## src/rtl/freq_pkg.sv

```systemverilog
// Shared definitions for the frequency-counter blocks: clock constants,
// the default counter width and the pulse-stretcher state encoding.
package freq_pkg;

    localparam int CLK_HZ    = 50_000_000;
    localparam int GATE_1S   = CLK_HZ;
    localparam int CNT_W_DEF = 26;

    typedef enum logic [1:0] {
        ST_IDLE    = 2'd0,
        ST_STRETCH = 2'd1,
        ST_HOLDOFF = 2'd2
    } ps_state_e;

endpackage

```

## src/rtl/pulse_stretcher_down_counter.sv

```systemverilog
// Loadable down-counter with enable and zero flag. Load wins over the
// decrement, and the count sticks at zero rather than wrapping.
module down_counter #(
    parameter int W = 8
) (
    input  logic         clk,
    input  logic         rst,
    input  logic         load,
    input  logic         en,
    input  logic [W-1:0] load_val,
    output logic         zero
);

    localparam logic [W-1:0] ONE = {{(W-1){1'b0}}, 1'b1};

    logic [W-1:0] cnt_r;

    // Count register: reload on load, otherwise decrement while enabled and non-zero.
    always_ff @(posedge clk) begin
        if (rst) begin
            cnt_r <= {W{1'b0}};
        end else if (load) begin
            cnt_r <= load_val;
        end else if (en && (cnt_r != {W{1'b0}})) begin
            cnt_r <= cnt_r - ONE;
        end else begin
            cnt_r <= cnt_r;
        end
    end

    assign zero = (cnt_r == {W{1'b0}});

endmodule

```

## src/rtl/pulse_stretcher.sv

```systemverilog
// Pulse stretcher: turns single-cycle trigger events into a high level of
// run-time programmable length, followed by an optional holdoff period.
// Optional feature macro: PULSE_STRETCHER_RETRIGGER_EN -- when defined, a
// trigger during the window restarts it from the current len instead of
// being flagged as missed.
module pulse_stretcher
    import freq_pkg::*;
#(
    parameter int CNT_W   = CNT_W_DEF,
    parameter int HOLDOFF = 0,
    parameter int HO_W    = 8
) (
    input  logic             clk,
    input  logic             rst,
    input  logic             trig_in,
    input  logic [CNT_W-1:0] len,
    input  logic             clr_missed,
    output logic             out_level,
    output logic             busy,
    output logic             done,
    output logic             missed
);

    localparam logic [CNT_W-1:0] ONE     = {{(CNT_W-1){1'b0}}, 1'b1};
    localparam bit               HAS_HO  = (HOLDOFF > 0);
    localparam logic [HO_W-1:0]  HO_LOAD = HAS_HO ? HO_W'(HOLDOFF - 1) : {HO_W{1'b0}};

    ps_state_e        state_r;
    ps_state_e        state_s;
    logic             out_level_r;
    logic             busy_r;
    logic             done_r;
    logic             missed_r;

    logic             win_load_s;
    logic             win_en_s;
    logic             win_zero_s;
    logic [CNT_W-1:0] win_val_s;
    logic             ho_load_s;
    logic             ho_en_s;
    logic             ho_zero_s;
    logic             done_s;
    logic             miss_set_s;

    // A zero length is treated as one cycle; the counter holds (length - 1).
    assign win_val_s = (len == {CNT_W{1'b0}}) ? {CNT_W{1'b0}} : (len - ONE);

    down_counter #(.W(CNT_W)) u_win_cnt (
        .clk      (clk),
        .rst      (rst),
        .load     (win_load_s),
        .en       (win_en_s),
        .load_val (win_val_s),
        .zero     (win_zero_s)
    );

    generate
        if (HOLDOFF > 0) begin : g_ho
            down_counter #(.W(HO_W)) u_ho_cnt (
                .clk      (clk),
                .rst      (rst),
                .load     (ho_load_s),
                .en       (ho_en_s),
                .load_val (HO_LOAD),
                .zero     (ho_zero_s)
            );
        end else begin : g_no_ho
            logic unused_ho_s;
            assign unused_ho_s = ho_load_s | ho_en_s;
            assign ho_zero_s   = 1'b1;
        end
    endgenerate

    // Next-state, counter control, done strobe and missed-trigger detection.
    always_comb begin
        state_s    = state_r;
        win_load_s = 1'b0;
        win_en_s   = 1'b0;
        ho_load_s  = 1'b0;
        ho_en_s    = 1'b0;
        done_s     = 1'b0;
        miss_set_s = 1'b0;
        case (state_r)
            ST_IDLE: begin
                if (trig_in) begin
                    win_load_s = 1'b1;
                    state_s    = ST_STRETCH;
                end else begin
                    state_s    = ST_IDLE;
                end
            end
            ST_STRETCH: begin
                win_en_s = 1'b1;
`ifdef PULSE_STRETCHER_RETRIGGER_EN
                if (trig_in) begin
                    win_load_s = 1'b1;
                    state_s    = ST_STRETCH;
                end else if (win_zero_s) begin
`else
                miss_set_s = trig_in;
                if (win_zero_s) begin
`endif
                    done_s = 1'b1;
                    if (HAS_HO) begin
                        ho_load_s = 1'b1;
                        state_s   = ST_HOLDOFF;
                    end else begin
                        state_s   = ST_IDLE;
                    end
                end else begin
                    state_s = ST_STRETCH;
                end
            end
            ST_HOLDOFF: begin
                ho_en_s    = 1'b1;
                miss_set_s = trig_in;
                if (ho_zero_s) begin
                    state_s = ST_IDLE;
                end else begin
                    state_s = ST_HOLDOFF;
                end
            end
            default: begin
                state_s = ST_IDLE;
            end
        endcase
    end

    // State and registered outputs; outputs reflect the state being entered.
    always_ff @(posedge clk) begin
        if (rst) begin
            state_r     <= ST_IDLE;
            out_level_r <= 1'b0;
            busy_r      <= 1'b0;
            done_r      <= 1'b0;
            missed_r    <= 1'b0;
        end else begin
            state_r     <= state_s;
            out_level_r <= (state_s == ST_STRETCH);
            busy_r      <= (state_s != ST_IDLE);
            done_r      <= done_s;
            if (miss_set_s) begin
                missed_r <= 1'b1;
            end else if (clr_missed) begin
                missed_r <= 1'b0;
            end else begin
                missed_r <= missed_r;
            end
        end
    end

    assign out_level = out_level_r;
    assign busy      = busy_r;
    assign done      = done_r;
    assign missed    = missed_r;

endmodule
```

## config.mk

```make
export PLATFORM = sky130hd
export DESIGN_NAME = pulse_stretcher
export DESIGN_NICKNAME = d
export VERILOG_FILES = /design/src/rtl/freq_pkg.sv /design/src/rtl/pulse_stretcher_down_counter.sv /design/src/rtl/pulse_stretcher.sv
export SDC_FILE = /design/constraint.sdc
export NUM_CORES = 1
export LEC_CHECK = 0
export ABC_AREA = 0
export CAP_MARGIN = 20
export CORE_MARGIN = 4
export CORE_UTILIZATION = 45
export CTS_CLUSTER_DIAMETER = 120
export DETAILED_ROUTE_END_ITERATION = 10
export PLACE_DENSITY = 0.72
export SKIP_LAST_GASP = 1
export SLEW_MARGIN = 15
export SYNTH_ARGS = -nofsm -noshare
export SYNTH_HDL_FRONTEND = slang
export SYNTH_SLANG_ARGS = --single-unit
```

## constraint.sdc

```tcl
create_clock -name clk -period 2.82 [get_ports clk]
set_input_delay 0.705 -clock clk [delete_from_list [all_inputs] [get_ports clk]]
set_output_delay 0.705 -clock clk [all_outputs]
set_load 0.03 [all_outputs]
```

==> flow_summary_export.csv, run 1 <==
group,metric,value,unit
sta,hold_violations,0,
flow_run,max_cap_violations,0,
synth,post_synth_inst_count,319,
clocking,clk_pin_slew,0.06,ns
sta,setup-violations-final,0,
finish,design_area,0.00329,mm^2
worst_hold_path,hold-path-cell-count,2,
floorplanning,fp.dieW,82.1,um
power_and_ir_drop,power.internal,958,uW
synth,synth-seq-area-share,0.235,
sta,max_clock_freq,0.371,GHz
floorplanning,chipHeight,82.1,um
power_and_ir_drop,power_spent_charging_and_discharging_nets,474,uW
finish,n_fill_cell,483,
routing,drt_pre_antenna_iters,5,
global_routing,globalRoute.totalOverflow,0,
synth,netlist.top_cell.by_area,"dfxtp_1",
sta,setup_repair_after_global_routing_missed_its_margin,"no",
global_routing,via_count_of_the_first_global_routing_pass,2491,
routing,vias,2762,
power_and_ir_drop,seq_power_share,0.352,
placed_design,port_buffers,33,
routing,number_of_drc_violations_after_detailed_routing_iteration_0,313,
power_and_ir_drop,pleak,0.00122,uW
floorplanning,ios,34,
global_routing,grt_pass1_wl,11900,um
clocking,cts_bufs_inserted,5,
synth,ys_async_sr_fraction,0,
clocking,clock_insertion_delay_worst_skew,0.28,ns
sta,finalCriticalPeriod,2.69,ns
sta,tightestPinTransition,0.664,ns
run_status,run_status,"finished clean",
sta,clock_skew,0.00206,ns
finish,antenna_cells_inserted,0,
clocking,cts_root_buf,"clkbuf_8",
worst_setup_path,critPathLaunchType,"input pin",
power_and_ir_drop,power.ir.vdd_worst,0.194,mV
routing,routed_wirelength,7210,um
floorplanning,die_area,0.00674,mm^2
finish,post_route_cells_drive_above_1_share,0.205,
placed_design,detailedPlace.worstSlack,-0.194,ns
sta,final_cycle_share,0.955,
routing,wl_per_cell,15.8,um
power_and_ir_drop,p_total,1430,uW
floorplanning,floorplan.initialDensity,0.475,
floorplanning,fp.coreArea,0.00520,mm^2
global_routing,number_of_antenna_violations_at_the_first_check_in_global_routing,0,
worst_setup_path,worstRegToRegCells,8,
sta,worst_hold_slack,0.467,ns
synth,synthDominantCellAreaShare,0.235,
power_and_ir_drop,power.clock.fraction,0.314,
sta,layout_setup_ws,0.128,ns
power_and_ir_drop,p_sw_frac,0.331,
clocking,cts_tree,"built",
routing,route.antenna.remaining_nets,0,
sta,maxSlewHeadroom,0.556,
finish,area_growth_from_synthesis_to_final_layout,33.2,%
synth,synth.distinct_cells,62,
sta,fin_tns_setup,0,ns
synth,synth_flop_cell,"dfxtp_1",
clocking,holdBufCountCts,0,
power_and_ir_drop,comb_power_share,0.335,
worst_setup_path,critical_path.endpoint_type,"register",
clocking,htree_levels,2,
clocking,post_cts.repair.setup_buffers,0,
clocking,cts.sinks,29,
sta,final_max_slew_viol_count,0,
floorplanning,floorplan.rows,26,
synth,number_of_enable_type_register_cells_in_the_synthesized_netlist,0,
worst_setup_path,crit_path_max_fanout,3,
placed_design,post-dp-hpwl,5330,um
synth,avgSynthCellArea,7.74,um^2
routing,detail_route.vias_per_cell,6.06,
worst_setup_path,critPathRequiredTime,2.96,ns
synth,area_of_the_mapped_netlist,0.00247,mm^2
routing,drc_violation_count_after_routing,0,
synth,synth.area.top_cells,"dfxtp_1 (24%), xor2_1 (5.0%), nor4_1 (4.3%), nor2_1 (4.1%), nor3_1 (3.6%)",
global_routing,global_route.usage.total,0.228,
worst_setup_path,timing.critical_path.arrival,2.83,ns
finish,final_net_count,417,
worst_hold_path,hold_wc_path_type,"register to register",
power_and_ir_drop,power_density,435,mW/mm^2
worst_setup_path,crit_type,"input pin to register",
placed_design,gpl.final_weighted_congestion,0.897,
synth,synth_fp_nets,351,
synth,yosys_warn_count,0,
global_routing,maximum_number_of_pins_on_one_net_before_global_route_repair,24,
clocking,largest_buffer_count_on_any_clock_path,2,
synth,synth.ff_latch_count,29,
placed_design,placedInstanceArea,0.00314,mm^2
-- cell type report --
cell class	instances	area, um^2	share of cell area
multi-input combinational	257	1760	0.536
timing repair buffer	80	696	0.211
sequential	29	581	0.176
tap	70	87.6	0.0266
clock buffer	7	86.3	0.0262
inverter	12	45.0	0.0137
clock inverter	1	30.0	0.00913
-- power groups by stage --
stage / Clock (uW) / Sequential (uW) / Combinational, uW
floorplan: 0 / 493 / 310
detailed placement: 0 / 510 / 463
CTS: 455 / 501 / 467
global placement: 0 / 507 / 458
global route: 476 / 511 / 524
finish: 450 / 504 / 479
-- worst max-delay path, cell delays in order --
cell and delay [ns]:
clkdlybuf4s50_1 0.42, inv_1 0.08, ha_1 0.17, or4b_4 0.47, buf_4 0.16, or3_1 0.36
o21a_1 0.20, o21ai_1 0.16, a31oi_1 0.10
-- cells by family after synthesis --
| kind of cell | count (synthesis) | synth area share |
|---|---|---|
| flip-flops | 29 | 0.235 |
| buffers and inverters | 33 | 0.0623 |
| multiplexers | 3 | 0.0127 |
| adder cells (fa/ha/maj) | 2 | 0.0101 |
| XOR/XNOR | 19 | 0.0674 |
| AND/OR/NAND/NOR | 141 | 0.344 |
| AO/OA/AOI/OAI | 92 | 0.268 |
-- Yosys cell counts (4+ instances only) --
cell type / n
a211oi_1: 6
a211oi_2: 5
a21oi_1: 15
a22oi_1: 5
a31oi_1: 12
clkbuf_1: 14
dfxtp_1: 29
inv_1: 12
nand2_1: 16
nand2b_1: 4
nand3_1: 7
nand4_1: 6
nor2_1: 27
nor3_1: 18
nor4_1: 17
nor4_2: 4
o21a_1: 4
o21ai_0: 9
o31ai_1: 5
or3_1: 6
or4_1: 12
xnor2_1: 5
xor2_1: 14
-- sequential cells by signal (all words and copies together), names as in the netlist --
| signal | flops |
|---|---|
| u_win_cnt.cnt_r | 26 |
| busy | 1 |
| missed | 1 |
| done | 1 |
-- layer usage --
| metal | wire [um] | vias to the layer above | GRT usage |
|---|---|---|---|
| li1 | - | 1380 | - |
| met1 | 3380 | 1283 | 0.319 |
| met2 | 3300 | 94 | 0.364 |
| met3 | 444 | 5 | 0.0307 |
| met4 | 81 | 0 | 0.0631 |
| met5 | 0 | - | 0 |
-- layout by cell type (no fill, tap or decap), drive strengths merged, types with 4 or more instances in the layout --
| cell type | Yosys | final |
|---|---|---|
| nand4 | 6 | 6 |
| or4 | 15 | 15 |
| nand2 | 16 | 16 |
| dfxtp | 29 | 29 |
| clkbuf | 14 | 7 |
| clkdlybuf4s50 | 0 | 33 |
| nor4 | 22 | 22 |
| inv | 12 | 12 |
| nand2b | 4 | 4 |
| a31oi | 12 | 12 |
| o21a | 4 | 4 |
| xnor2 | 5 | 5 |
| a22oi | 5 | 5 |
| nor3 | 20 | 20 |
| buf | 7 | 47 |
| nor2 | 27 | 27 |
| nand3 | 7 | 7 |
| a211oi | 11 | 11 |
| a21oi | 15 | 15 |
| o31ai | 5 | 5 |
| xor2 | 14 | 14 |
| o21ai | 13 | 13 |
| or3 | 6 | 6 |
| a21boi | 4 | 4 |
-- metrics by stage --
step           utilization  std cells
2_1_floorplan            -        319
3_3_place_gp         0.604        448
3_5_place_dp         0.604        448
4_1_cts              0.626        456
5_1_grt              0.632        456
6_report             0.632        456
-- final timing paths --
| check | end | from | slack, ns |
|---|---|---|---|
| worst max-delay path | u_win_cnt.cnt_r[18] | len[0] | 0.13 |
| worst max register to register | u_win_cnt.cnt_r[20] | u_win_cnt.cnt_r[0] | 0.39 |
| worst min-delay path | missed | missed | 0.47 |
| worst min register to register | missed | missed | 0.47 |
-- what timing repair did --
action | in CTS | in global routing
endpoints found under the hold margin | 0 | 0
setup endpoints to repair | 0 | 10
resized for setup | 0 | 5
Note: power is estimated with default switching activity, not from simulation.
==> run 2, diff against run 1 <==
- CORE_MARGIN: 4 -> unset
- clock period: 2.82 -> 3.3 ns (I/O delays scaled with it)
==> flow_summary_export.csv, run 2 (synthesis gave the netlist of run 1 again) <==
group,metric,value,unit
run_status,run_status,"finished clean",
global_routing,grt_pass1_wl,11700,um
floorplanning,floorplan.rows,26,
sta,finalCriticalPeriod,2.92,ns
sta,final_max_slew_viol_count,0,
sta,fin_tns_setup,0,ns
floorplanning,chipHeight,76.1,um
clocking,cts_bufs_inserted,5,
clocking,cts.repair.resized,0,
floorplanning,die_area,0.00579,mm^2
worst_setup_path,crit_path_max_fanout,3,
routing,wl_per_cell,16.3,um
worst_setup_path,crit_buf_inv,3,
global_routing,busiest_layer,"met2",
finish,largest_register_ffs,26,
sta,setup_repair_after_global_routing_missed_its_margin,"no",
worst_setup_path,timing.critical_path.arrival,3.12,ns
clocking,post_cts.repair.setup_buffers,0,
placed_design,port_buffers,33,
global_routing,number_of_antenna_violations_at_the_first_check_in_global_routing,0,
clocking,cts_root_buf,"clkbuf_8",
sta,clock_skew,0.00412,ns
routing,vias,2714,
worst_setup_path,critical_path.endpoint_type,"register",
clocking,clk_pin_slew,0.07,ns
sta,maxSlewHeadroom,0.555,
worst_setup_path,crit_type,"input pin to register",
routing,drc_violation_count_after_routing,0,
finish,final_net_count,390,
global_routing,global_route.usage.met3,0.0240,
routing,routed_wirelength,7010,um
routing,route.antenna.remaining_nets,0,
finish,area_growth_from_synthesis_to_final_layout,21.9,%
global_routing,use_met2,0.388,
placed_design,placedInstanceArea,0.00293,mm^2
floorplanning,fp.dieW,76.1,um
sta,final_cycle_share,0.884,
clocking,largest_buffer_count_on_any_clock_path,2,
sta,setup-violations-final,0,
worst_setup_path,critPathLaunchType,"input pin",
finish,antenna_cells_inserted,0,
sta,layout_setup_ws,0.383,ns
finish,commonest_non_fill_non_tap_cell_in_the_layout,"clkdlybuf4s50_1",
sta,tightestPinTransition,0.661,ns
routing,detail_route.vias_per_cell,6.33,
finish,design_area,0.00301,mm^2
global_routing,maximum_number_of_pins_on_one_net_before_global_route_repair,24,
sta,max_clock_freq,0.343,GHz
clocking,htree_levels,2,
global_routing,global_route.usage.total,0.248,
flow_run,max_cap_violations,0,
worst_setup_path,timing.critical_path.max_delay_family,"simple AND/OR/NAND/NOR gates",
finish,top_register,"u_win_cnt.cnt_r",
global_routing,met1_usage,0.357,
floorplanning,ios,34,
clocking,clock_insertion_delay_worst_skew,0.28,ns
sta,hold_violations,0,
worst_hold_path,hold_wc_path_type,"register to register",
placed_design,gpl.final_weighted_congestion,0.902,
routing,number_of_drc_violations_after_detailed_routing_iteration_0,315,
worst_setup_path,critPathRequiredTime,3.51,ns
clocking,cts.sinks,29,
global_routing,via_count_of_the_first_global_routing_pass,2423,
routing,drt_pre_antenna_iters,5,
clocking,cts_tree,"built",
power_and_ir_drop,power.ir.vdd_worst,0.170,mV
power_and_ir_drop,power_density,363,mW/mm^2
placed_design,post-dp-hpwl,5090,um
power_and_ir_drop,pleak,0.00106,uW
clocking,holdBufCountCts,0,
worst_setup_path,max_stage_delay,0.50,ns
worst_setup_path,cp_cell_sequence,"clkdlybuf4s50_1 > inv_1 > ha_1 > or4b_1 > buf_4 > nor4_2 > nand2_1 > or4_1 > a31oi_1",
floorplanning,floorplan.initialDensity,0.475,
worst_setup_path,critical-path-slowest-cell,"or4b_1",
floorplanning,fp.coreArea,0.00520,mm^2
finish,post_route_cells_drive_above_1_share,0.136,
global_routing,globalRoute.totalOverflow,0,
finish,top_library_cells_by_usage_in_the_layout_fill_and_taps_aside,"clkdlybuf4s50_1 (33), dfxtp_1 (29), nor2_1 (27)",
placed_design,detailedPlace.worstSlack,0.111,ns
run 2: area by class of cell:
| class | instances | area (um^2) |
|---|---|---|
| repair buffers | 53 | 480 |
| clock inverters | 2 | 10.0 |
| well taps | 70 | 87.6 |
| fillers | 502 | 2190 |
| clock buffers | 6 | 72.6 |
| multi-input cells | 257 | 1740 |
| flip-flops and latches | 29 | 581 |
| inverters | 12 | 45.0 |
run 2: final timing paths:
path,startpoint,endpoint,slack [ns],depth (start not counted)
hold reg to reg,missed,missed,0.47,2
setup / recovery,len[0],u_win_cnt.cnt_r[16],0.38,9
hold / removal,missed,missed,0.47,2
setup reg to reg,u_win_cnt.cnt_r[0],u_win_cnt.cnt_r[17],0.85,8
run 2: per-layer routing:
metal / vias up / share of wire
met5: - / 0
met4: 0 / 0.014
met3: 12 / 0.071
met2: 123 / 0.44
met1: 1258 / 0.48
li1: 1321 / -
run 2: metrics by stage:
step	instances	hold WS, ns	total power [uW]	util
floorplan	319	0.471	687	-
global placement	421	0.457	799	0.563
detailed placement	421	0.468	804	0.563
CTS	429	0.477	1090	0.579
global route	429	0.508	1150	0.579
finish	429	0.468	1090	0.579
run 2: power breakdown:
group	internal (uW)	total, uW	switching (uW)
Clock	146	286	140
Sequential	384	431	47.7
Combinational	164	375	211
Total	693	1090	399
run 2: tightest hold or removal path: stages (launching register included):
cell and delay, ns:
dfxtp_1 0.31, nand2b_1 0.06, a21oi_1 0.05
==> run 3, diff against run 2 <==
--- a/config.mk
+++ b/config.mk
@@ -6,10 +6,10 @@
 export NUM_CORES = 1
 export LEC_CHECK = 0
-export ABC_AREA = 0
+export ABC_AREA = 1
 export CAP_MARGIN = 20
 export CORE_UTILIZATION = 45
 export CTS_CLUSTER_DIAMETER = 120
 export DETAILED_ROUTE_END_ITERATION = 10
-export PLACE_DENSITY = 0.72
+export PLACE_DENSITY = 0.71
 export SKIP_LAST_GASP = 1
 export SLEW_MARGIN = 15
==> constraint.sdc (replaced) <==
create_clock -name clk -period 3.3 [get_ports clk]
set_input_delay 0.825 -clock clk [delete_from_list [all_inputs] [get_ports clk]]
set_output_delay 0.825 -clock clk [all_outputs]
set_load 0.05 [all_outputs]
==> flow_summary_export.csv, run 3 <==
group,metric,value,unit
clocking,cts.sinks,29,
synth,yosys_warn_count,0,
global_routing,maximum_number_of_pins_on_one_net_before_global_route_repair,35,
synth,yosysMostFrequentCell,"nand2_1",
sta,setup_repair_after_global_routing_missed_its_margin,"no",
floorplanning,chipHeight,81.7,um
finish,n_fill_cell,658,
routing,route.antenna.remaining_nets,0,
sta,finalCriticalPeriod,2.72,ns
worst_setup_path,timing.critical_path.max_delay_family,"simple AND/OR/NAND/NOR gates",
power_and_ir_drop,pleak,0.00154,uW
finish,final_net_count,586,
worst_setup_path,crit_path_max_fanout,10,
worst_setup_path,cp_cell_sequence,"clkdlybuf4s50_1 > inv_1 > ha_1 > nand3_1 > nor2_1 > nand4_1 > nand2_1 > inv_1 > nand2_1 > nand2_1 > nor2_1 > nor2_2",
sta,maxSlewHeadroom,0.626,
sta,final_max_slew_viol_count,0,
synth,synth.area.top_cells,"dfxtp_1 (20%), nand2_1 (17%), nor2_1 (16%), nand3_1 (11%), inv_1 (8.3%)",
power_and_ir_drop,power_spent_charging_and_discharging_nets,517,uW
power_and_ir_drop,power.ir.vdd_worst,0.270,mV
worst_hold_path,hold_wc_path_type,"register to register",
floorplanning,floorplan.rows,28,
finish,multiInputGateArea,0.00195,mm^2
placed_design,post-dp-hpwl,6520,um
worst_setup_path,critPathRequiredTime,3.48,ns
synth,area_of_the_mapped_netlist,0.00286,mm^2
power_and_ir_drop,seq_power_share,0.356,
sta,fin_tns_setup,0,ns
worst_setup_path,max_stage_delay,0.41,ns
global_routing,via_count_of_the_first_global_routing_pass,2914,
clocking,clk_pin_slew,0.06,ns
synth,post_synth_inst_count,524,
worst_setup_path,crit_type,"input pin to register",
floorplanning,floorplan.initialDensity,0.475,
power_and_ir_drop,power.clock.fraction,0.231,
sta,max_clock_freq,0.368,GHz
power_and_ir_drop,power.internal,729,uW
sta,setup-violations-final,0,
finish,top_library_cells_by_usage_in_the_layout_fill_and_taps_aside,"nand2_1 (126), nor2_1 (124), inv_1 (63)",
routing,drt_pre_antenna_iters,5,
floorplanning,ios,34,
global_routing,grt_pass1_wl,13600,um
synth,synth-seq-area-share,0.203,
power_and_ir_drop,power_density,377,mW/mm^2
worst_setup_path,timing.critical_path.arrival,2.90,ns
worst_setup_path,critical-path-slowest-cell,"clkdlybuf4s50_1",
worst_setup_path,critPathLaunchType,"input pin",
sta,worst_hold_slack,0.464,ns
finish,largest_register_ffs,26,
clocking,post_cts.repair.setup_buffers,0,
finish,area.sequential,581,um^2
routing,detail_route.vias_per_cell,5.24,
flow_run,max_cap_violations,0,
floorplanning,die_area,0.00668,mm^2
finish,antenna_cells_inserted,0,
run_status,run_status,"finished clean",
placed_design,port_buffers,33,
sta,tightestPinTransition,0.557,ns
synth,number_of_enable_type_register_cells_in_the_synthesized_netlist,0,
synth,synth_common_cells,"nand2_1 (126), nor2_1 (124), inv_1 (63)",
clocking,clock_insertion_delay_worst_skew,0.28,ns
routing,vias,3300,
power_and_ir_drop,p_sw_frac,0.415,
synth,synth.distinct_cells,32,
global_routing,globalRoute.totalOverflow,0,
clocking,largest_buffer_count_on_any_clock_path,2,
worst_setup_path,cp_common_cell,"nand2_1",
routing,wl_per_cell,13.4,um
sta,hold_violations,0,
finish,area_growth_from_synthesis_to_final_layout,15.4,%
placed_design,gpl.final_weighted_congestion,0.919,
sta,clock_skew,0.00616,ns
clocking,cts_root_buf,"clkbuf_8",
global_routing,number_of_antenna_violations_at_the_first_check_in_global_routing,0,
synth,synth.ff_latch_count,29,
clocking,holdBufCountCts,0,
synth,synth_flop_cell,"dfxtp_1",
synth,synthDominantCellAreaShare,0.203,
global_routing,global_route.usage.total,0.268,
finish,commonest_non_fill_non_tap_cell_in_the_layout,"nand2_1",
clocking,cts_tree,"built",
worst_setup_path,crit_buf_inv,3,
clocking,cts_bufs_inserted,5,
finish,top_register,"u_win_cnt.cnt_r",
floorplanning,fp.coreArea,0.00603,mm^2
synth,netlist.top_cell.by_area,"dfxtp_1",
finish,post_route_cells_drive_above_1_share,0.0523,
synth,ys_async_sr_fraction,0,
synth,synth_fp_nets,556,
routing,drc_violation_count_after_routing,0,
worst_setup_path,critical_path.endpoint_type,"register",
clocking,cts.repair.resized,0,
floorplanning,fp.dieW,81.7,um
sta,final_cycle_share,0.823,
clocking,htree_levels,2,
routing,routed_wirelength,8420,um
synth,avgSynthCellArea,5.46,um^2
power_and_ir_drop,comb_power_share,0.413,
routing,number_of_drc_violations_after_detailed_routing_iteration_0,283,
-- run 3: cell count changes after synthesis, moves of 8 or more --
| cell | previous run | this run |
|---|---|---|
| nand3_1 | 7 | 61 |
| a31oi_1 | 12 | 0 |
| nand4_1 | 6 | 21 |
| o21ai_0 | 9 | 19 |
| nor3_1 | 18 | 2 |
| clkbuf_1 | 14 | 6 |
| inv_1 | 12 | 63 |
| nor2_1 | 27 | 124 |
| nand2_1 | 16 | 126 |
| or4_1 | 12 | 0 |
| nor4_1 | 17 | 0 |
-- run 3: tightest hold or removal path: cells and delay by family, from the launching register on --
kind,cells,cell delay (ns)
flip-flops,1,0.31
AO/OA/AOI/OAI,1,0.06
buffers and inverters,1,0.05
-- run 3: cells by family after synthesis --
kind of cell | count (synthesis) | synth area share
DFF | 29 | 0.203
xor gates and xnor gates | 13 | 0.0398
and+or+nand+nor | 354 | 0.538
adders and majority gates | 2 | 0.00874
buffers and inverters | 79 | 0.116
AOI/OAI and AO/OA | 47 | 0.0945
-- run 3: worst paths after layout --
| kind | slack [ns] | from | depth (start not counted) | to |
|---|---|---|---|---|
| worst max-delay path | 0.58 | len[0] | 12 | u_win_cnt.cnt_r[11] |
| worst min-delay path | 0.46 | missed | 2 | missed |
| worst max register to register | 0.87 | u_win_cnt.cnt_r[0] | 11 | u_win_cnt.cnt_r[10] |
| worst min register to register | 0.46 | missed | 2 | missed |
-- run 3: final cells by class --
class | instances | share of cell area
flip-flops and latches | 29 | 0.176
inverters | 66 | 0.0750
repair buffers | 36 | 0.107
multi-input cells | 416 | 0.590
clock buffers | 8 | 0.0242
well taps | 75 | 0.0284
-- run 3: through the flow --
stage          worst slack [ns]  total power [uW]  cell area, um^2   util  std cells
4_1_cts                   0.619              1250             3300  0.548        630
2_1_floorplan              1.03               821             2860      -        524
3_5_place_dp              0.322               958             3220  0.535        622
5_1_grt                   0.378              1330             3300  0.548        630
6_report                  0.583              1250             3300  0.548        630
3_3_place_gp              0.390               951             3220  0.535        622
-- run 3: power groups by stage --
| stage | clock network, uW | logic, uW | registers (uW) |
|---|---|---|---|
| after CTS | 292 | 513 | 442 |
| after floorplan | 0 | 380 | 441 |
| after global routing | 303 | 580 | 449 |
| final | 288 | 515 | 443 |
| after global placement | 0 | 502 | 449 |
| after detailed placement | 0 | 510 | 449 |
-- run 3: per-layer routing --
metal,up-vias,routed length [um],global-route usage
met5,-,0,0
met4,0,165,0.0842
met3,12,453,0.0278
met2,105,3920,0.459
met1,1455,3870,0.350
li1,1728,-,-
